### config.mk
export PLATFORM = sky130hd
export DESIGN_NAME = bg_line_renderer
export DESIGN_NICKNAME = d
export VERILOG_FILES = /design/src/rtl/bg_line_renderer.sv
export SDC_FILE = /design/constraint.sdc
export NUM_CORES = 1
export LEC_CHECK = 0
export ABC_AREA = 1
export BUFFER_PORTS_ARGS = -buffer_cell sky130_fd_sc_hd__buf_2
export CAP_MARGIN = 0
export CORE_MARGIN = 3
export CORE_UTILIZATION = 58
export CTS_CLUSTER_SIZE = 30
export DETAILED_ROUTE_END_ITERATION = 7
export HOLD_SLACK_MARGIN = 0.02
export PLACE_DENSITY = 0.83
export SLEW_MARGIN = 40
export SYNTH_ARGS = -nofsm -noshare
export SYNTH_HDL_FRONTEND = slang
export SYNTH_SLANG_ARGS = --single-unit
### constraint.sdc
create_clock -name clk -period 4.8 [get_ports clk]
set_input_delay 0.96 -clock clk [delete_from_list [all_inputs] [get_ports clk]]
set_output_delay 0.96 -clock clk [all_outputs]
set_load 0.01 [all_outputs]
### src/rtl/bg_line_renderer.sv
// bg_line_renderer: renders one background scanline from VRAM into a 2-bit pixel stream.
// Optional feature macro BG_PALETTE_EN: when defined, pixels are mapped through bgp;
// otherwise the raw colour index is emitted and bgp is ignored.
module bg_line_renderer #(
   parameter int LINE_WIDTH = 160,
   parameter int LCD_LINES  = 144,
   parameter int VRAM_AW    = 13
) (
   input  logic               clk,
   input  logic               reset,
   input  logic               start,
   input  logic [7:0]         line,
   input  logic [7:0]         scx,
   input  logic [7:0]         scy,
   input  logic               map_sel,
   input  logic               tile_sel,
   input  logic               bg_en,
   input  logic [7:0]         bgp,
   output logic               vram_rd,
   output logic [VRAM_AW-1:0] vram_addr,
   input  logic [7:0]         vram_rdata,
   output logic               pix_valid,
   input  logic               pix_ready,
   output logic [1:0]         pix_data,
   output logic [7:0]         pix_x,
   output logic               pix_last,
   output logic               busy,
   output logic               done
);
   typedef enum logic [2:0] {IDLE, MAP_REQ, MAP_WAIT, LO_REQ, LO_WAIT, HI_REQ, HI_WAIT, PUSH} state_t;
   localparam logic [7:0] XLAST = 8'(LINE_WIDTH - 1);
   localparam logic [8:0] LINES_LIM = 9'(LCD_LINES);
   state_t state;
   logic [7:0] scx_q, bgy_q, lo, hi;
   logic map_q, tile_q, bgen_q;
   logic [7:0] sbgy, nx, cbgx, nbgx;
`ifdef BG_PALETTE_EN
   logic [7:0] bgp_q;
`else
   logic unused_bgp;
   assign unused_bgp = ^bgp;
`endif
   assign sbgy = scy + line;
   assign nx   = pix_x + 8'd1;
   assign cbgx = scx_q + pix_x;
   assign nbgx = scx_q + nx;

   function automatic logic [VRAM_AW-1:0] map_addr(input logic [7:0] y, input logic [7:0] bx, input logic sel);
      return VRAM_AW'(sel ? 13'h1C00 : 13'h1800) + VRAM_AW'({y[7:3], 5'd0}) + VRAM_AW'(bx[7:3]);
   endfunction

   function automatic logic [VRAM_AW-1:0] tile_addr(input logic [7:0] idx, input logic [2:0] row, input logic sel);
      logic [12:0] a;
      a = sel ? {1'b0, idx, 4'd0} : 13'h1000 + {idx[7], idx, 4'd0};
      return VRAM_AW'(a + {9'd0, row, 1'b0});
   endfunction

   function automatic logic [1:0] shade(input logic [7:0] h, input logic [7:0] l, input logic [2:0] b);
      logic [1:0] c;
      c = {h[~b], l[~b]};
`ifdef BG_PALETTE_EN
      return bgp_q[{c, 1'b0} +: 2];
`else
      return c;
`endif
   endfunction

   // fetch/push sequencer with all outputs registered
   always_ff @(posedge clk) begin
      if (reset) begin
         state     <= IDLE;
         vram_rd   <= 1'b0;
         vram_addr <= '0;
         pix_valid <= 1'b0;
         pix_data  <= 2'd0;
         pix_x     <= 8'd0;
         pix_last  <= 1'b0;
         busy      <= 1'b0;
         done      <= 1'b0;
         scx_q     <= 8'd0;
         bgy_q     <= 8'd0;
         lo        <= 8'd0;
         hi        <= 8'd0;
         map_q     <= 1'b0;
         tile_q    <= 1'b0;
         bgen_q    <= 1'b0;
`ifdef BG_PALETTE_EN
         bgp_q     <= 8'd0;
`endif
      end else begin
         vram_rd <= 1'b0;
         done    <= 1'b0;
         case (state)
            IDLE: if (start) begin
               if ({1'b0, line} >= LINES_LIM) done <= 1'b1;
               else begin
                  scx_q  <= scx;
                  bgy_q  <= sbgy;
                  map_q  <= map_sel;
                  tile_q <= tile_sel;
                  bgen_q <= bg_en;
`ifdef BG_PALETTE_EN
                  bgp_q  <= bgp;
`endif
                  busy   <= 1'b1;
                  pix_x  <= 8'd0;
                  if (bg_en) begin
                     state     <= MAP_REQ;
                     vram_rd   <= 1'b1;
                     vram_addr <= map_addr(sbgy, scx, map_sel);
                  end else begin
                     state     <= PUSH;
                     pix_valid <= 1'b1;
                     pix_data  <= 2'd0;
                     pix_last  <= (LINE_WIDTH == 1);
                  end
               end
            end
            MAP_REQ: state <= MAP_WAIT;
            MAP_WAIT: begin
               state     <= LO_REQ;
               vram_rd   <= 1'b1;
               vram_addr <= tile_addr(vram_rdata, bgy_q[2:0], tile_q);
            end
            LO_REQ: state <= LO_WAIT;
            LO_WAIT: begin
               lo        <= vram_rdata;
               state     <= HI_REQ;
               vram_rd   <= 1'b1;
               vram_addr <= {vram_addr[VRAM_AW-1:1], 1'b1};
            end
            HI_REQ: state <= HI_WAIT;
            HI_WAIT: begin
               hi        <= vram_rdata;
               state     <= PUSH;
               pix_valid <= 1'b1;
               pix_data  <= shade(vram_rdata, lo, cbgx[2:0]);
               pix_last  <= (pix_x == XLAST);
            end
            PUSH: if (pix_ready) begin
               if (pix_last) begin
                  state     <= IDLE;
                  pix_valid <= 1'b0;
                  pix_last  <= 1'b0;
                  busy      <= 1'b0;
                  done      <= 1'b1;
               end else begin
                  pix_x <= nx;
                  if (bgen_q && cbgx[2:0] == 3'd7) begin
                     state     <= MAP_REQ;
                     pix_valid <= 1'b0;
                     vram_rd   <= 1'b1;
                     vram_addr <= map_addr(bgy_q, nbgx, map_q);
                  end else begin
                     pix_data <= bgen_q ? shade(hi, lo, nbgx[2:0]) : 2'd0;
                     pix_last <= (nx == XLAST);
                  end
               end
            end
            default: state <= IDLE;
         endcase
      end
   end
endmodule

== Word-level counts from Yosys, hierarchy flattened ==
Index checks and enable logic that the tools add are counted.
Cells by class
  equality and inequality tests: 20
  reduce and logical (&&, ||, !) cells: 16
  add/sub/neg operators: 10
  multiplexer cells: 69
  order comparisons: 3
  bitwise gates (word level): 4
Operators with widths (number)
  2-to-1 mux 13 bit: 7
  case mux 13 bit (4 select lines): 1
  2-to-1 mux 8 bit: 4
  2-to-1 mux 1 bit: 30
  adder 12 x 11 -> 13 bit: 2
  adder 13 x 5 -> 13 bit: 2
  case mux 3 bit (8 select lines): 1
  2-to-1 mux 11 bit: 2
  2-to-1 mux 3 bit: 6
  != test 2 bit (second input constant): 9
  adder 8 bit: 2
  == test 8 bit (second input constant): 2
  case mux 8 bit (2 select lines): 1
  == test 3 bit (second input constant): 5
  AND reduction 5 bit: 3
  2-to-1 mux 2 bit: 7
  AND reduction 7 bit: 2
  adder 13 bit (first input constant): 1
  adder 13 x 4 -> 13 bit: 1
  binary-select mux 1 bit (select 3 bit): 4
  case mux 1 bit (3 select lines): 3
  adder 8 x 1 -> 8 bit (second input constant): 1
  greater-or-equal comparator 8 bit (second input constant): 1
  < comparator 3 x 4 -> 1 bit (second input constant): 2
  other kinds (18): 23
Storage, ports and cells
  flip-flop bits (word level): 66
  logic and storage cells: 139
  output and inout bits: 28

== Depth between registers and ports, before layout ==
  word-level depth: 10
  mapped depth: 19
  mapped depth without buffers: 19

== Worst setup path before layout ==
Ideal clock, no wire load.
  kind: input port to flip-flop
  start: in line[0]
  end: reg vram_addr[6]
  arrival: 2.082 ns
  setup time: 0.119 ns
  setup slack: 2.599 ns
  stages on the path: 9
  required time: 4.681 ns
  buffers on the path: 0
  cells stage by stage: ha_1 > inv_1 > fa_1 > inv_1 > nand3_1 > nand3_1 > xor2_1 > a211oi_1 > nor2_1
On the way
  word-level cells in the longest chain between the ends: 7
  elaborated cells between the ends (all ways): 10
  those cells by class: add/sub (3); order compare (1); eq/ne (1); mux (4); reduce/logical (1)
Ends and longest elaborated chain
  start: declaration: line 12  | input logic [7:0] line,
  adder 8 bit: line 43  | assign sbgy = scy + line;
  adder 12 x 11 -> 13 bit: line 49  | return VRAM_AW'(sel ? 13'h1C00 : 13'h1800) + VRAM_AW'({y[7:3], 5'd0}) + VRAM_AW'(bx[7:3]);
  adder 13 x 5 -> 13 bit: line 49
  2-to-1 mux 13 bit: line 107  | if (bg_en) begin
  2-to-1 mux 13 bit: line 95  | if ({1'b0, line} >= LINES_LIM) done <= 1'b1;
  2-to-1 mux 13 bit: line 94  | IDLE: if (start) begin
  case mux 13 bit (4 select lines): line 93  | case (state)
  end signal: assignment: line 110  | vram_addr <= map_addr(sbgy, scx, map_sel);
  end signal: assignment: line 123  | vram_addr <= tile_addr(vram_rdata, bgy_q[2:0], tile_q);
  end signal: assignment: line 130  | vram_addr <= {vram_addr[VRAM_AW-1:1], 1'b1};
  end: declaration: line 20  | output logic [VRAM_AW-1:0] vram_addr,
Several ways; a longest one is shown, not always the timed one. The select of a mux whose other input is x is not followed.
A chain may end at the register's enable or synchronous reset.

== Worst setup path in the final report ==
  start: reg pix_x[1]
  end: reg vram_addr[4]
On the way
  word-level cells in the longest chain between the ends: 7
  elaborated cells between the ends (all ways): 12
  those cells by class: add/sub (4); eq/ne (2); mux (4); reduce/logical (2)
Ends and longest elaborated chain
  start: declaration: line 25  | output logic [7:0] pix_x,
  start signal: assignment: line 148  | pix_x <= nx;
  adder 8 x 1 -> 8 bit: line 44  | assign nx = pix_x + 8'd1;
  adder 8 bit: line 46  | assign nbgx = scx_q + nx;
  adder 13 x 5 -> 13 bit: line 49
  2-to-1 mux 13 bit: line 149  | if (bgen_q && cbgx[2:0] == 3'd7) begin
  2-to-1 mux 13 bit: line 141  | if (pix_last) begin
  2-to-1 mux 13 bit: line 140  | PUSH: if (pix_ready) begin
  case mux 13 bit (4 select lines): line 93
  end signal: assignment: line 110
  end signal: assignment: line 123
  end signal: assignment: line 153  | vram_addr <= map_addr(bgy_q, nbgx, map_q);
Several ways; a longest one is shown, not always the timed one. The select of a mux whose other input is x is not followed.

==> flow_summary.toml <==
[synth]
synth_top_area_share_pct = 33.4
synthArstFlopShare_pct = 0
yosys-top-cells-area = "dfxtp_1 33%, nand2_1 9.9%, o21ai_0 7.8%"
synthFlopType = "dfxtp_1"
synth_cell_types = 40
syn_inst = 583
ys_seq_elements = 66
synth_area_sq_um = 3960
synth_edf_count = 0
avgSynthCellArea_sq_um = 6.79
syn-num-nets = 651
ys_warn_count = 0
yosysTopAreaCell = "dfxtp_1"
ys_seq_area_share_pct = 33.4

[routing]
viasPerCell = 5.62
drtAntennaViolNets = 0
wl_per_cell_um = 14.2
drt_iter0_drc = 282
firstDrtPassIters = 5
vias = 4061
remaining_drc_errors = 0
wirelength_um = 10300

[clock_tree]
hold_buffers = 0
cts_sinks = 66
cts_tree = "yes"
clock_latency_ns = 0.35
htree_levels = 3
clk_path_buf_depth = 2
cts_made_buffers = 9
cts_setup_buffers = 0
cts.clk_slew.worst_paths_ns = 0.07
cts_root_buffer = "clkbuf_8"
cts_resized = 0

[finish]
layout.nets = 709
stdcell_count = 723
mostFrequentLayoutCell = "nand2_1"
drive_gt1_share_pct = 16.3
antenna_cells = 0
fin_util_pct = 69.6
mostFrequentLayoutCells = "104 x nand2_1, 77 x nor2_1, 73 x inv_1"
stdcell_area_sq_um = 4520
area_growth_pct = 14.2

[grt]
grt_pass1_wl_um = 16600
grt_start_max_net_pins = 42
met1_usage_pct = 35.1
grt.busiest_layer = "met2"
grt_pass1_vias = 3642
use_met3_pct = 5.40
overflow = 0
grt_antenna_before_repair = 0
track_usage_pct = 27.4
use_met2_pct = 45.1

[floorplanning]
die_h_um = 88.6
num_rows = 29
initial_core_util_pct = 60.9
core_area_sq_um = 6490
ioPinCount = 75
die_area_sq_um = 7850
die_w_um = 88.6

[worst_setup_path]
crit_chain = "ha_1, nand2_1, nor2_1, nand2_1, xor2_1, inv_1, ha_1, nand2_1, inv_1, nand2_1, nand2_1, inv_1, nand2_1, inv_1, nand2_1, nand3_1, nand2_1, nand2_1, a21oi_1"
crit_required_ns = 5.08
cp-start-kind = "flip-flop"
path_class = "reg -> reg"
arrival_ns = 2.96
crit_top_cell = "nand2_1"
crit_fanout = 7
worstSetupEndpointType = "flip-flop"
critPathSlowestCell = "dfxtp_1"
slowest_delay_ns = 0.51

[power_and_ir_drop]
p_leak_nw = 2.20
clock_power_share_pct = 22.7
swShare_pct = 42.6
ir_worst_vdd_mv = 0.282
switchingPower_mw = 0.985
p_per_area_nw_per_um2 = 511
pwr-share-comb_pct = 43.3
p_seq_share_pct = 33.9
total_power_mw = 2.31
p_int_mw = 1.32

[sta]
worst_pin_slew_ns = 0.670
rsz0062_at_grt = "no"
fmax_mhz = 374
min_period_ns = 2.68
finalSetupViolations = 0
layout_setup_ws_ns = 2.12
final.setup.tns_ns = 0
fin_crit_sh_pct = 55.8
fin_worst_skew_ns = 0.00924
whs_ns = 0.449
drv_slew = 0
hold_viol = 0
maxSlewHeadroom_pct = 55.3

[place]
gp_congestion = 0.939
dp_cells = 707
hpwl_um = 7440
numPortBuffers = 66
placed_area_sq_um = 4300
pre_cts_ws_ns = 1.98

[job]
cap_violations = 0

[worst_hold_path]
hold_path.class = "reg -> reg"

[status]
status = "finished clean"
==> sequential cells by signal (all words and copies together) (netlist names) <==
signal     count
pix_data       2
vram_addr     13
bgen_q         1
busy           1
state          3
vram_rd        1
pix_valid      1
scx_q          8
bgy_q          8
pix_last       1
hi             8
pix_x          8
done           1
tile_q         1
map_q          1
lo             8
==> layout make-up <==
class	instances	area, sq um
clock inverter	7	92.6
tap	77	96.3
clock buffer	9	124
inverter	79	299
multi-input combinational	419	2250
timing repair buffer	66	330
sequential	66	1320
fill	555	1980
==> routing by layer <==
layer / routed length [um] / vias up
met5: 0 / -
met4: 243 / 0
met3: 760 / 20
met2: 4810 / 165
met1: 4450 / 1842
li1: - / 2034
==> worst max-delay path: cells and delay by family (launching register included) <==
family                     cells  cell delay [ns]
xor gates and xnor gates       1             0.19
adders and majority gates      2             0.59
and+or+nand+nor               11             0.93
DFF                            1             0.51
buffers and inverters          4             0.29
AOI/OAI and AO/OA              1             0.11
==> synthesized netlist by cell type, types with 6 or more instances <==
cell        n
inv_1      74
xor2_1      9
a22oi_1     6
nand3_1    34
ha_1       18
dfxtp_1    66
o21ai_0    62
clkbuf_1   15
nand2_1   104
o211ai_1    8
nand4_1     7
nor2_1     77
a21oi_1    50
==> power groups by stage <==
stage,clock (mW),sequential [mW],combinational [mW]
floorplan,0,0.805,0.720
global placement,0,0.789,0.959
detailed placement,0,0.791,0.984
CTS,0.526,0.780,0.991
global route,0.557,0.799,1.13
finish,0.525,0.783,1.00
==> kinds of logic after synthesis <==
kind of cell	share of synthesized area, %
XOR/XNOR	2.88
buffers and inverters	9.61
AO/OA/AOI/OAI	20.9
flip-flops	33.4
adder cells (fa/ha/maj)	7.21
AND/OR/NAND/NOR	26.0
==> worst paths after layout <==
kind	startpoint	slack, ns	to	cells after the start
worst max-delay path	pix_x[1]$_SDFFE_PP0P_	2.12	vram_addr[4]$_SDFFE_PP0P_	19
worst min-delay path	bgy_q[0]$_SDFFE_PP0P_	0.45	bgy_q[0]$_SDFFE_PP0P_	2
worst max register to register	pix_x[1]$_SDFFE_PP0P_	2.12	vram_addr[4]$_SDFFE_PP0P_	19
worst min register to register	bgy_q[0]$_SDFFE_PP0P_	0.45	bgy_q[0]$_SDFFE_PP0P_	2
(Power assumes the default switching activity.)
